### src/rtl/async_fifo.sv
// async_fifo: single-clock show-ahead FIFO with wrap-bit pointers, fill count and overflow/underflow pulses
module async_fifo #(
  parameter int DSIZE = 8,
  parameter int ASIZE = 4
) (
  input  logic             wclk,
  input  logic             wrst_n,
  input  logic             win,
  input  logic [DSIZE-1:0] wdata,
  output logic             wfull,
  input  logic             rout,
  output logic [DSIZE-1:0] rdata,
  output logic             rempty,
  output logic [ASIZE:0]   count,
  output logic             overflow,
  output logic             underflow
);
  logic [DSIZE-1:0] mem [2**ASIZE];
  logic [ASIZE:0] wptr, rptr;
  logic do_w, do_r;
  assign rempty = wptr == rptr;
  assign wfull = (wptr[ASIZE-1:0] == rptr[ASIZE-1:0]) && (wptr[ASIZE] != rptr[ASIZE]);
  assign count = wptr - rptr;
  assign rdata = mem[rptr[ASIZE-1:0]];
  assign do_w = win && !wfull;
  assign do_r = rout && !rempty;
  always_ff @(posedge wclk) begin
    if (!wrst_n) begin
      wptr <= '0;
      rptr <= '0;
      overflow <= 1'b0;
      underflow <= 1'b0;
    end else begin
      wptr <= wptr + (ASIZE+1)'(do_w);
      rptr <= rptr + (ASIZE+1)'(do_r);
      overflow <= win && wfull;
      underflow <= rout && rempty;
    end
  end
  always_ff @(posedge wclk)
    if (wrst_n && do_w) mem[wptr[ASIZE-1:0]] <= wdata;
endmodule

### config.mk
export PLATFORM = sky130hd
export DESIGN_NAME = async_fifo
export DESIGN_NICKNAME = d
export VERILOG_FILES = /design/src/rtl/async_fifo.sv
export SDC_FILE = /design/constraint.sdc
export NUM_CORES = 1
export LEC_CHECK = 0
export CAP_MARGIN = 30
export CORE_MARGIN = 3
export CORE_UTILIZATION = 59
export CTS_CLUSTER_SIZE = 8
export DETAILED_ROUTE_END_ITERATION = 10
export GPL_TIMING_DRIVEN = 0
export MAX_ROUTING_LAYER = met4
export PLACE_DENSITY = 0.8
export SLEW_MARGIN = 20
export SYNTH_ARGS = -nofsm -noshare
export SYNTH_HDL_FRONTEND = slang
export SYNTH_SLANG_ARGS = --single-unit
export TNS_END_PERCENT = 10
### constraint.sdc
create_clock -name wclk -period 3.1 [get_ports wclk]
set_clock_uncertainty 0.05 [all_clocks]
set_input_delay 0.31 -clock wclk [delete_from_list [all_inputs] [get_ports wclk]]
set_output_delay 0.31 -clock wclk [all_outputs]
set_load 0.02 [all_outputs]
-- After elaboration in Yosys (flattened, before gate mapping)
Memories as Yosys holds them, arrays and structs flattened. A register that Yosys moved wholly into a read port is not among the register bits.
Cells that the tools add are included.
- bits in registers: 12
- bits in latches: 0
- bits in writable memories: 128
- bits in read-only memories: 0
- output and inout port bits: 17
- word-level logic and storage cells: 22
- memories: 1
- add/subtract/negate cells: 3
- $mul: 0
- div/mod/pow operators: 0
- order comparisons: 0
- eq/ne operators: 3
- shift-type cells: 0
- muxes and demuxes: 3
- bitwise operators: 0
- reductions and logical operators: 8
- memories (memory ; words ; bits a word ; read ports ; clocked after memory_dff ; wr ports ; RTL line ; text):
    mem ; 16 ; 8 ; 1 ; 1 ; 1 ; 18 ; logic [DSIZE-1:0] mem [2**ASIZE];
- operator list (operator ; number):
    adder 5 x 1 -> 5 bit ; 2
    logical AND 1 bit ; 6
    == test 5 bit ; 1
    subtractor 5 bit ; 1
    == test 4 bit ; 1
    2-to-1 mux 4 bit ; 1
    zero test 1 bit ; 2
    2-to-1 mux 1 bit ; 2
    inequality test 1 bit ; 1

-- Depth between registers and ports, before layout
Gate-level depths: netlist of run 1.
- depth after elaboration: 7
- depth in mapped cells: 12

-- Worst setup path after synthesis of run 1
Ideal clock, no wire load.
- path kind: reg2reg
- start: reg rptr[1]
- end: mem mem[1][0] (enable)
- library setup time: 0.370 ns
- arrival: 2.256 ns
- path slack: 0.424 ns
- stages on the path, launching flop included: 9
- path buffers: 2
- clock period less this slack: 2.676 ns
- cells stage by stage: dfxtp_1 > buf_2 > buf_2 > inv_1 > ha_1 > and4_1 > a21oi_2 > or3b_1 > nor2_1
- longest elaborated chain between the ends: 7
- RTL lines (item ; RTL line ; text):
    from (decl) ; 19 ; logic [ASIZE:0] wptr, rptr;
    from (signal assigned) ; 35 ; rptr <= rptr + (ASIZE+1)'(do_r);
    == test 4 bit ; 22 ; assign wfull = (wptr[ASIZE-1:0] == rptr[ASIZE-1:0]) && (wptr[ASIZE] != rptr[ASIZE]);
    logical AND 1 bit ; 22 ;
    zero test 1 bit ; 25 ; assign do_w = win && !wfull;
    logical AND 1 bit ; 25 ;
    logical AND 1 bit ; 41 ; if (wrst_n && do_w) mem[wptr[ASIZE-1:0]] <= wdata;
    2-to-1 mux 1 bit ; 41 ;
    2-to-1 mux 1 bit (not written as such) ; 41 ;
    to (decl) ; 18 ;
No other way between the ends.

-- Worst setup path after layout of run 1
- start: reg rptr[1]
- end: mem mem[1][3] (enable)
Same word-level chain as after synthesis.

==> results of run 1 <==
-- cell type report --
cell class	count	area, um^2
clock inverters	11	143.9
flip-flops and latches	140	4085
inverters	10	37.54
plain buffers	11	96.34
multi-input cells	144	1545
well taps	129	161.4
repair buffers	29	299.0
clock buffers	21	439.2
fillers	582	2476
-- what timing repair did --
item | CTS | global route
resized for setup | 7 | 25
setup endpoints to repair | 72 | 97
pin swaps | 0 | 1
-- critical path, delay by kind of cell, from the launching register on --
kind	cells	cell delay, ps
compound gates	1	240
fa+ha+maj	1	290
buf+inv	3	520
flops	1	400
simple gates	3	1190
-- routing by layer --
layer	part of all wire (%)	wire length (um)	GRT usage, %	up-vias
li1	-	-	-	1321
met1	43	4551	28.59	1481
met2	50	5269	32.36	116
met3	6.1	643	5.338	7
met4	0.62	65	7.217	0
met5	0	0	-	-
-- logic make-up after synthesis --
family          Yosys count
simple gates             48
xor+xnor                 10
compound gates           29
flops                   140
buf+inv                  23
mux                      48
fa+ha+maj                 9
-- worst max-delay path by stage --
stage / startpoint / to
finish: rptr[1]$_SDFF_PN0_ / mem[1][3]$_DFFE_PP_
global route: rptr[1]$_SDFF_PN0_ / mem[13][4]$_DFFE_PP_
CTS: rptr[1]$_SDFF_PN0_ / rdata[3]
detailed placement: rptr[1]$_SDFF_PN0_ / mem[2][5]$_DFFE_PP_
global placement: rptr[1]$_SDFF_PN0_ / mem[12][6]$_DFFE_PP_
floorplan: rptr[1]$_SDFF_PN0_ / mem[1][0]$_DFFE_PP_
-- per-stage QoR --
stage | std cells | cell area [um^2]
6_report | 495 | 6808
5_1_grt | 495 | 6808
4_1_cts | 497 | 6730
3_5_place_dp | 465 | 6143
3_3_place_gp | 464 | 6128
2_1_floorplan | 307 | 5687
-- sequential cells by signal, indices dropped and copies added, names as in the netlist --
| signal | count |
|---|---|
| mem | 128 |
| rptr | 5 |
| wptr | 5 |
| overflow | 1 |
| underflow | 1 |
-- synthesized netlist by cell type (2+ instances only) --
master                       n
sky130_fd_sc_hd__and2_1     11
sky130_fd_sc_hd__nand3_1     5
sky130_fd_sc_hd__mux2i_1    24
sky130_fd_sc_hd__edfxtp_1  128
sky130_fd_sc_hd__ha_1        8
sky130_fd_sc_hd__a32oi_1     8
sky130_fd_sc_hd__o21ai_1     8
sky130_fd_sc_hd__nand3b_1    2
sky130_fd_sc_hd__a21oi_1     2
sky130_fd_sc_hd__buf_2       4
sky130_fd_sc_hd__xor2_1      4
sky130_fd_sc_hd__a22oi_1     8
sky130_fd_sc_hd__nor2_1     14
sky130_fd_sc_hd__a21o_1      2
sky130_fd_sc_hd__inv_1       9
sky130_fd_sc_hd__dfxtp_1    12
sky130_fd_sc_hd__nor2b_1     2
sky130_fd_sc_hd__xnor2_1     6
sky130_fd_sc_hd__clkbuf_1    4
sky130_fd_sc_hd__mux4_2     19
sky130_fd_sc_hd__nand2_1     5
sky130_fd_sc_hd__mux4_1      5
sky130_fd_sc_hd__nor3_1      3
sky130_fd_sc_hd__buf_12      2
-- power groups by stage --
| stage | sequential [mW] | clock [mW] | combinational, mW |
|---|---|---|---|
| final | 2.10 | 1.96 | 0.646 |
| after global routing | 2.10 | 2.06 | 0.691 |
| after CTS | 2.10 | 1.98 | 0.652 |
| after detailed placement | 2.14 | 0 | 0.651 |
| after global placement | 2.13 | 0 | 0.642 |
| after floorplan | 2.13 | 0 | 0.425 |
==> results.yml, run 1 <==
critical_path:
  critical-path-slowest-cell: "sky130_fd_sc_hd__or3b_1"
  crit_fanout: 10
  critical_path.endpoint_type: "register"
  critical-path-max-stage-delay_ps: 530
  regToRegEndpoint: "mem[1][3]$_DFFE_PP_"
  critPathArrivalTime_ps: 3160
  regToRegSetupSlack_ps: 40
  timing.reg2reg.worst_path_depth: 8
  cp.required_ps: 3200
  rr_startpoint: "rptr[1]$_SDFF_PN0_"
  timing.setup.critical_path_class: "reg -> reg"
  timing.critical_path.from_type: "register"
  worstPathCellList: "buf_2, buf_4, inv_1, ha_1, and4_1, a21oi_2, or3b_1, nor2_2"
logic_synthesis:
  synth_top_area_share_pct: 67.59
  synth-seq-area-share_pct: 71.82
  synth_simple_gate_area_share_pct: 4.510
  synth.net_count: 328
  synth-compound-area-share_pct: 3.586
  synth_xor_area_share_pct: 1.540
  dominant_combinational_cell_family_by_area_after_synthesis: "multiplexers"
  number_of_register_bits_inferred_by_synthesis: 140
  synthDistinctLibCells: 36
  yosys-mux-area-fraction_pct: 14.06
  syn_inst: 307
  synth_top_cells_by_area: "sky130_fd_sc_hd__edfxtp_1, sky130_fd_sc_hd__mux4_2, sky130_fd_sc_hd__dfxtp_1"
  synth_area_per_cell_um2: 18.52
  number_of_enable_flip_flop_cells_after_synthesis: 128
  synth_top_flop_cell: "sky130_fd_sc_hd__edfxtp_1"
  synthArstFlopShare_pct: 0
  synth_fa_ha_area_share_pct: 2.112
  synth.yosys.warnings: 0
  total_standard_cell_area_after_synthesis_um2: 5687
  post-synth-top-area-cell: "sky130_fd_sc_hd__edfxtp_1"
detailed_routing:
  drtAntennaViolNets: 0
  route.detailed.wl_per_inst_um: 21.27
  drt_first_pass_iters: 4
  finalWirelength_um: 10530
  drt_iter0_markers: 195
  post-route-drc-count: 0
  route.detailed.vias_per_inst: 5.909
  vias: 2925
clocking:
  skew_pair_late_insertion_delay_ps: 520
  cts_sinks: 140
  postCtsSetupRepairBufs: 0
  cts.path.max_buffers: 2
  cts_tree: "built"
  tritoncts.num_buffers: 17
  htreeDepth: 4
  ctsRootBufferMaster: "sky130_fd_sc_hd__clkbuf_8"
  clk_transition_reported_paths_ps: 60
  cts.hold.buffers_added: 0
timing:
  period_minus_slack_ps: 3057
  setup_viol: 0
  worst_slew_margin_rel_pct: 39.61
  timing.final.crit_share_pct: 98.62
  hold_viol_final: 0
  final_max_slew_viol_count: 0
  timing.fmax_mhz: 327.1
  fin_hold_ws_ps: 355.2
  slew_of_the_pin_with_the_lowest_slew_margin_ps: 902.5
  finalSetupTns_ps: 0
  final_critical_path_setup_slack_ps: 42.87
  grt_setup_unrepaired: "yes"
grt:
  grt_max_degree: 17
  grt_pass1_vias: 2965
  grt_pass1_wl_um: 16620
  grt_use_total_pct: 21.27
  grt_antenna_before_repair: 0
  overflow: 0
worst_hold_path:
  worst_hold_path_type: "in -> reg"
  min_to: "underflow$_SDFF_PN0_"
  hold_depth: 2
  hold_path_startpoint: "rout"
floorplanning:
  die_width_um: 104.2
  floorplan.die_area_um2: 10850
  die_height_um: 104.2
  row_count: 35
  core_area_um2: 9284
  ios: 29
  effective_utilization_at_floorplan_pct: 61.25
pwr:
  seq_power_share_pct: 44.6
  power.net_switching_mw: 1.060
  leakage_nw: 2.326
  switching_share_pct: 22.52
  internal_power_mw: 3.648
  power.share.combinational_pct: 13.7
  power_frac_clock_pct: 41.7
  pwr_density_cell_nw_per_um2: 691.6
  peak_supply_drop_v: 0.0004928
  report.power.total_mw: 4.708
place:
  port_buffer_cells: 28
  place.gp.congestion: 0.8380
  dp.final_hpwl_um: 7197
  preCtsSetupSlack_ps: -168.1
finish:
  finish.net_count: 374
  mostFrequentLayoutCells: "sky130_fd_sc_hd__edfxtp_1, sky130_fd_sc_hd__mux2i_1, sky130_fd_sc_hd__mux4_2, sky130_fd_sc_hd__clkdlybuf4s50_1, sky130_fd_sc_hd__clkbuf_16"
  mostFrequentLayoutCell: "sky130_fd_sc_hd__edfxtp_1"
  area_growth_from_synthesis_to_layout_pct: 19.71
  share_of_cells_above_drive_strength_1_pct: 21.31
  fin_util_pct: 73.33
  antenna_cells: 0
outcome:
  run_status: "finished, final reports clean"
flow_run:
  timing.max_cap.violations: 0
(Power assumes the default switching activity.)
==> inputs of run 2 (changes only) <==
--- a/config.mk
+++ b/config.mk
@@ -7,12 +7,12 @@
 export LEC_CHECK = 0
 export CAP_MARGIN = 30
 export CORE_MARGIN = 3
-export CORE_UTILIZATION = 59
+export CORE_UTILIZATION = 35
 export CTS_CLUSTER_SIZE = 8
 export DETAILED_ROUTE_END_ITERATION = 10
 export GPL_TIMING_DRIVEN = 0
 export MAX_ROUTING_LAYER = met4
-export PLACE_DENSITY = 0.8
+export PLACE_DENSITY = 0.53
 export SLEW_MARGIN = 20
 export SYNTH_ARGS = -nofsm -noshare
 export SYNTH_HDL_FRONTEND = slang
==> run 2 against run 1 <==
Wire length is 7.7% higher. Global-route usage decreased by 7.1 points. First-iteration DRC count increased by 43%. Critical path type unchanged. Critical endpoint is now mem[6][0]$_DFFE_PP_.
==> results.yml, run 2 (synthesized netlist as in run 1, its figures left out) <==
clocking:
  postCtsSetupRepairBufs: 0
  htreeDepth: 4
  cts_sinks: 140
  clk_transition_reported_paths_ps: 50
  tritoncts.num_buffers: 17
  ctsRootBufferMaster: "sky130_fd_sc_hd__clkbuf_16"
  cts_tree: "built"
  cts.path.max_buffers: 2
  skew_pair_late_insertion_delay_ps: 410
critical_path:
  crit_fanout: 10
  critPathArrivalTime_ps: 2990
  timing.critical_path.from_type: "register"
  cp.required_ps: 3080
  critical-path-slowest-cell: "sky130_fd_sc_hd__nor2_1"
  critical_path.endpoint_type: "register"
  wp_buf_inv: 3
  regToRegEndpoint: "mem[6][0]$_DFFE_PP_"
  worstPathCellList: "buf_2, buf_6, inv_1, ha_1, and4_1, a21oi_2, nand3b_1, nor2_1"
  regToRegSetupSlack_ps: 90
  timing.reg2reg.worst_path_depth: 8
  rr_startpoint: "rptr[1]$_SDFF_PN0_"
  critical-path-max-stage-delay_ps: 740
  critical_path.top_delay_family: "simple AND/OR/NAND/NOR gates"
  timing.setup.critical_path_class: "reg -> reg"
floorplanning:
  die_width_um: 133.5
  die_height_um: 133.5
  ios: 29
  core_area_um2: 15540
  floorplan.die_area_um2: 17810
  row_count: 45
  effective_utilization_at_floorplan_pct: 36.59
detailed_routing:
  drt_first_pass_iters: 4
  vias: 2882
  route.detailed.vias_per_inst: 5.003
  route.detailed.wl_per_inst_um: 19.68
  drtAntennaViolNets: 0
  post-route-drc-count: 0
  drt_iter0_markers: 279
  finalWirelength_um: 11340
timing:
  hold_viol_final: 0
  fin_hold_ws_ps: 457.7
  finalSetupTns_ps: 0
  period_minus_slack_ps: 3010
  timing.final.crit_share_pct: 97.10
  timing.fmax_mhz: 332.2
  worst_slew_margin_rel_pct: 39.95
  slew_of_the_pin_with_the_lowest_slew_margin_ps: 897.5
  setup_viol: 0
  grt_setup_unrepaired: "yes"
  final_max_slew_viol_count: 0
finish:
  share_of_cells_above_drive_strength_1_pct: 19.73
  finish.net_count: 374
  area_growth_from_synthesis_to_layout_pct: 20.33
  multiInputGateArea_um2: 1541
  seq_area_um2: 4085
  layoutNonFillerInstCount: 576
  mostFrequentLayoutCells: "sky130_fd_sc_hd__edfxtp_1, sky130_fd_sc_hd__mux2i_1, sky130_fd_sc_hd__clkdlybuf4s50_1, sky130_fd_sc_hd__mux4_2, sky130_fd_sc_hd__clkbuf_16"
  layout.filler_cells: 1406
  antenna_cells: 0
  largest_register_ff_count: 128
  mostFrequentLayoutCell: "sky130_fd_sc_hd__edfxtp_1"
worst_hold_path:
  worst_hold_path_type: "in -> reg"
  hold_path_startpoint: "rout"
  min_to: "underflow$_SDFF_PN0_"
  hold_depth: 2
pwr:
  pwr_density_cell_nw_per_um2: 662.6
  peak_supply_drop_v: 0.0004086
  leakage_nw: 2.268
place:
  placed_instances: 546
  port_buffer_cells: 28
  place.gp.congestion: 0.7571
  dp.final_hpwl_um: 7846
outcome:
  run_status: "finished, final reports clean"
grt:
  grt_use_total_pct: 14.15
  grt_pass1_vias: 2986
  overflow: 0
  grt_max_degree: 17
  grt_antenna_before_repair: 0
  grt_pass1_wl_um: 17800
flow_run:
  timing.max_cap.violations: 0
[run 2: cell types whose count changed in the layout (fill, tap and decap cells not counted), moves of 2 or more]
cell,delta
sky130_fd_sc_hd__bufinv_16,-2
sky130_fd_sc_hd__clkdlybuf4s50_1,+3
sky130_fd_sc_hd__buf_2,-2
sky130_fd_sc_hd__clkbuf_8,-2
sky130_fd_sc_hd__clkbuf_1,+3
sky130_fd_sc_hd__nor2_2,+2
sky130_fd_sc_hd__dlymetal6s2s_1,-2
sky130_fd_sc_hd__clkbuf_2,+2
[run 2: worst register-to-register path, cell delays in order (launching register included)]
cell and delay [ps]:
sky130_fd_sc_hd__dfxtp_1 380, sky130_fd_sc_hd__buf_2 240, sky130_fd_sc_hd__buf_6 190, sky130_fd_sc_hd__inv_1 60, sky130_fd_sc_hd__ha_1 290, sky130_fd_sc_hd__and4_1 230, sky130_fd_sc_hd__a21oi_2 220, sky130_fd_sc_hd__nand3b_1 230
sky130_fd_sc_hd__nor2_1 740
[run 2: worst max path at each step]
stage / start / endpoint / slack, ps / depth (start not counted)
2_1_floorplan: rptr[1]$_SDFF_PN0_ / mem[1][0]$_DFFE_PP_ / 420 / 8
3_3_place_gp: rptr[1]$_SDFF_PN0_ / mem[12][4]$_DFFE_PP_ / -430 / 8
3_5_place_dp: rptr[1]$_SDFF_PN0_ / mem[2][6]$_DFFE_PP_ / -250 / 8
4_1_cts: rptr[0]$_SDFF_PN0_ / rdata[1] / -100 / 7
5_1_grt: rptr[1]$_SDFF_PN0_ / mem[14][2]$_DFFE_PP_ / -100 / 8
6_report: rptr[1]$_SDFF_PN0_ / mem[6][0]$_DFFE_PP_ / 90 / 8
[run 2: where the power goes]
part	internal (mW)	switching [mW]	total (mW)	leakage (nW)
Sequential	2.08	0.0146	2.10	1.25
Combinational	0.323	0.330	0.652	0.771
Clock	1.09	0.695	1.78	0.246
Total	3.50	1.04	4.53	2.27
[run 2: layout make-up]
class                   count  area share [%]
flip-flops and latches    140           59.70
multi-input cells         144           22.53
clock buffers              23           6.546
repair buffers             28           4.242
well taps                 211           3.858
plain buffers              12           1.536
clock inverters             8           1.042
inverters                  10          0.5485
[run 2: timing repair]
item / in CTS / in global routing
hold buffers: 0 / 0
gates resized for setup: 11 / 16
pin swaps: 0 / 0
endpoints found under the setup margin: 83 / 130
[run 2: metal layers]
metal,vias up,share of wire [%],track usage [%]
met2,69,49,21.22
met3,14,4.2,3.625
met4,0,1.1,5.486
li1,1319,-,-
met5,-,0,-
met1,1480,46,18.63
[run 2: metrics by stage]
step | util, % | worst slack, ps | power, mW | area [um^2]
after detailed placement | 40.19 | -248.3 | 2.804 | 6246
after global routing | 44.03 | -100.1 | 4.713 | 6843
after floorplan | - | 423.6 | 2.559 | 5687
after global placement | 40.10 | -432.5 | 2.797 | 6231
after CTS | 43.66 | -103.9 | 4.595 | 6785
final | 44.03 | 89.93 | 4.534 | 6843
==> inputs of run 3 (changes only) <==
--- a/config.mk
+++ b/config.mk
@@ -5,12 +5,12 @@
 export SDC_FILE = /design/constraint.sdc
 export NUM_CORES = 1
 export LEC_CHECK = 0
-export CAP_MARGIN = 30
+export CAP_MARGIN = 20
 export CORE_MARGIN = 3
 export CORE_UTILIZATION = 35
 export CTS_CLUSTER_SIZE = 8
 export DETAILED_ROUTE_END_ITERATION = 10
-export GPL_TIMING_DRIVEN = 0
+export GPL_TIMING_DRIVEN = 1
 export MAX_ROUTING_LAYER = met4
 export PLACE_DENSITY = 0.53
 export SLEW_MARGIN = 20
==> run 3 against run 2 <==
First-iteration DRC count increased by 1.4%. Largest cell class unchanged. Maximum frequency increased by 2.1%. Final area is 2.6% higher. Register-to-register slack better by 490 ps. Largest power group is now clock.
==> results.yml, run 3 (synthesized netlist as in run 1, its figures left out) <==
outcome:
  run_status: "finished, final reports clean"
timing:
  hold_viol_final: 0
  final_max_slew_viol_count: 0
  grt_setup_unrepaired: "yes"
  timing.fmax_mhz: 339.1
  fin_hold_ws_ps: 452.9
  timing.final.crit_share_pct: 95.14
  setup_viol: 0
  worst_slew_margin_rel_pct: 55.49
  period_minus_slack_ps: 2949
  slew_of_the_pin_with_the_lowest_slew_margin_ps: 665.6
critical_path:
  crit_fanout: 8
  regToRegEndpoint: "mem[0][7]$_DFFE_PP_"
  regToRegSetupSlack_ps: 580
  timing.reg2reg.worst_path_depth: 8
  rr_startpoint: "rptr[1]$_SDFF_PN0_"
  timing.critical_path.from_type: "register"
  timing.setup.critical_path_class: "reg -> out"
  critical_path.endpoint_type: "primary output"
  critPathArrivalTime_ps: 2590
  cp.required_ps: 2740
detailed_routing:
  drt_first_pass_iters: 4
  drtAntennaViolNets: 0
  route.detailed.wl_per_inst_um: 18.94
  finalWirelength_um: 11120
  route.detailed.vias_per_inst: 4.876
  drt_iter0_markers: 283
  post-route-drc-count: 0
  vias: 2862
grt:
  overflow: 0
  grt_pass1_wl_um: 17700
  grt_pass1_vias: 2927
  grt_max_degree: 25
  grt_antenna_before_repair: 0
  grt_use_total_pct: 13.89
clocking:
  skew_pair_late_insertion_delay_ps: 410
  cts_sinks: 140
  cts_tree: "built"
  ctsRootBufferMaster: "sky130_fd_sc_hd__clkbuf_16"
  cts.hold.buffers_added: 0
  clk_transition_reported_paths_ps: 60
  cts.path.max_buffers: 2
  htreeDepth: 4
  tritoncts.num_buffers: 17
floorplanning:
  floorplan.die_area_um2: 17810
  row_count: 45
  ios: 29
  effective_utilization_at_floorplan_pct: 36.59
  die_width_um: 133.5
  die_height_um: 133.5
  core_area_um2: 15540
finish:
  layout.filler_cells: 1363
  layoutNonFillerInstCount: 587
  mostFrequentLayoutCell: "sky130_fd_sc_hd__edfxtp_1"
  antenna_cells: 0
  mostFrequentLayoutCells: "sky130_fd_sc_hd__edfxtp_1, sky130_fd_sc_hd__clkdlybuf4s50_1, sky130_fd_sc_hd__mux2i_1, sky130_fd_sc_hd__mux4_2, sky130_fd_sc_hd__buf_4"
  finish.net_count: 384
  area_growth_from_synthesis_to_layout_pct: 23.41
  fin_util_pct: 45.16
  largest_register_ff_count: 128
  share_of_cells_above_drive_strength_1_pct: 22.34
pwr:
  leakage_nw: 2.355
  pwr_density_cell_nw_per_um2: 713.1
  report.power.total_mw: 5.005
  peak_supply_drop_v: 0.0004023
worst_hold_path:
  hold_depth: 2
  min_to: "underflow$_SDFF_PN0_"
  hold_path_startpoint: "rout"
  worst_hold_path_type: "in -> reg"
flow_run:
  timing.max_cap.violations: 0
place:
  port_buffer_cells: 28
  dp.final_hpwl_um: 7505
  placed_instances: 554
  place.gp.congestion: 0.7593
[run 3: metrics by stage]
step / setup TNS (ps) / worst slack [ps] / cell area, um^2
final: 0 / 150.7 / 7018
after global routing: -3.068 / -3.068 / 7018
after CTS: 0 / 58.17 / 7005
after detailed placement: 0 / 447.1 / 6319
after global placement: 0 / 448.2 / 6319
after floorplan: 0 / 423.6 / 5687
[run 3: cell type report]
| type | count | area (um^2) | share of cell area (%) |
|---|---|---|---|
| clock inverter | 15 | 250.2 | 3.566 |
| inverter | 10 | 41.29 | 0.5883 |
| timing repair buffer | 50 | 474.2 | 6.757 |
| tap | 211 | 264.0 | 3.762 |
| sequential | 140 | 4090 | 58.28 |
| clock buffer | 17 | 425.4 | 6.062 |
| multi-input combinational | 144 | 1473 | 20.98 |
[run 3: how the worst max path moves through the flow]
stage                  startpoint                  end  slack (ps)  cells after the start
2_1_floorplan  rptr[1]$_SDFF_PN0_  mem[1][0]$_DFFE_PP_         420                      8
3_3_place_gp   rptr[2]$_SDFF_PN0_               rempty         450                      5
3_5_place_dp   rptr[2]$_SDFF_PN0_  mem[0][5]$_DFFE_PP_         450                      7
4_1_cts        wptr[0]$_SDFF_PN0_             count[4]          60                      8
5_1_grt        rptr[0]$_SDFF_PN0_             rdata[3]          -3                      6
6_report       rptr[0]$_SDFF_PN0_             rdata[3]         150                      6
[run 3: where the power goes]
part	internal (mW)	total [mW]	switching, mW
clock network	1.46	2.28	0.816
registers	2.08	2.10	0.0167
logic	0.318	0.628	0.310
total	3.86	5.00	1.14
[run 3: timing repair]
action                                  in CTS  in global routing
gates resized for setup                      1                  5
endpoints found under the setup margin       1                  3
setup buffers                                1                  0
[run 3: layer usage]
layer  track usage [%]  part of all wire (%)  vias up
li1                  -                     -     1337
met1             19.16                    48     1478
met2             20.23                    48       45
met3             3.097                   4.0        2
met4             5.314                  0.48        0
met5                 -                     0        -
[run 3: worst max-delay path: stages (launching register included)]
cell                              delay [ps]
sky130_fd_sc_hd__dfxtp_2                 350
sky130_fd_sc_hd__buf_4                   200
sky130_fd_sc_hd__and2b_1                 320
sky130_fd_sc_hd__a22oi_1                 370
sky130_fd_sc_hd__mux2i_1                 130
sky130_fd_sc_hd__o21ai_1                 180
sky130_fd_sc_hd__clkdlybuf4s50_1         630
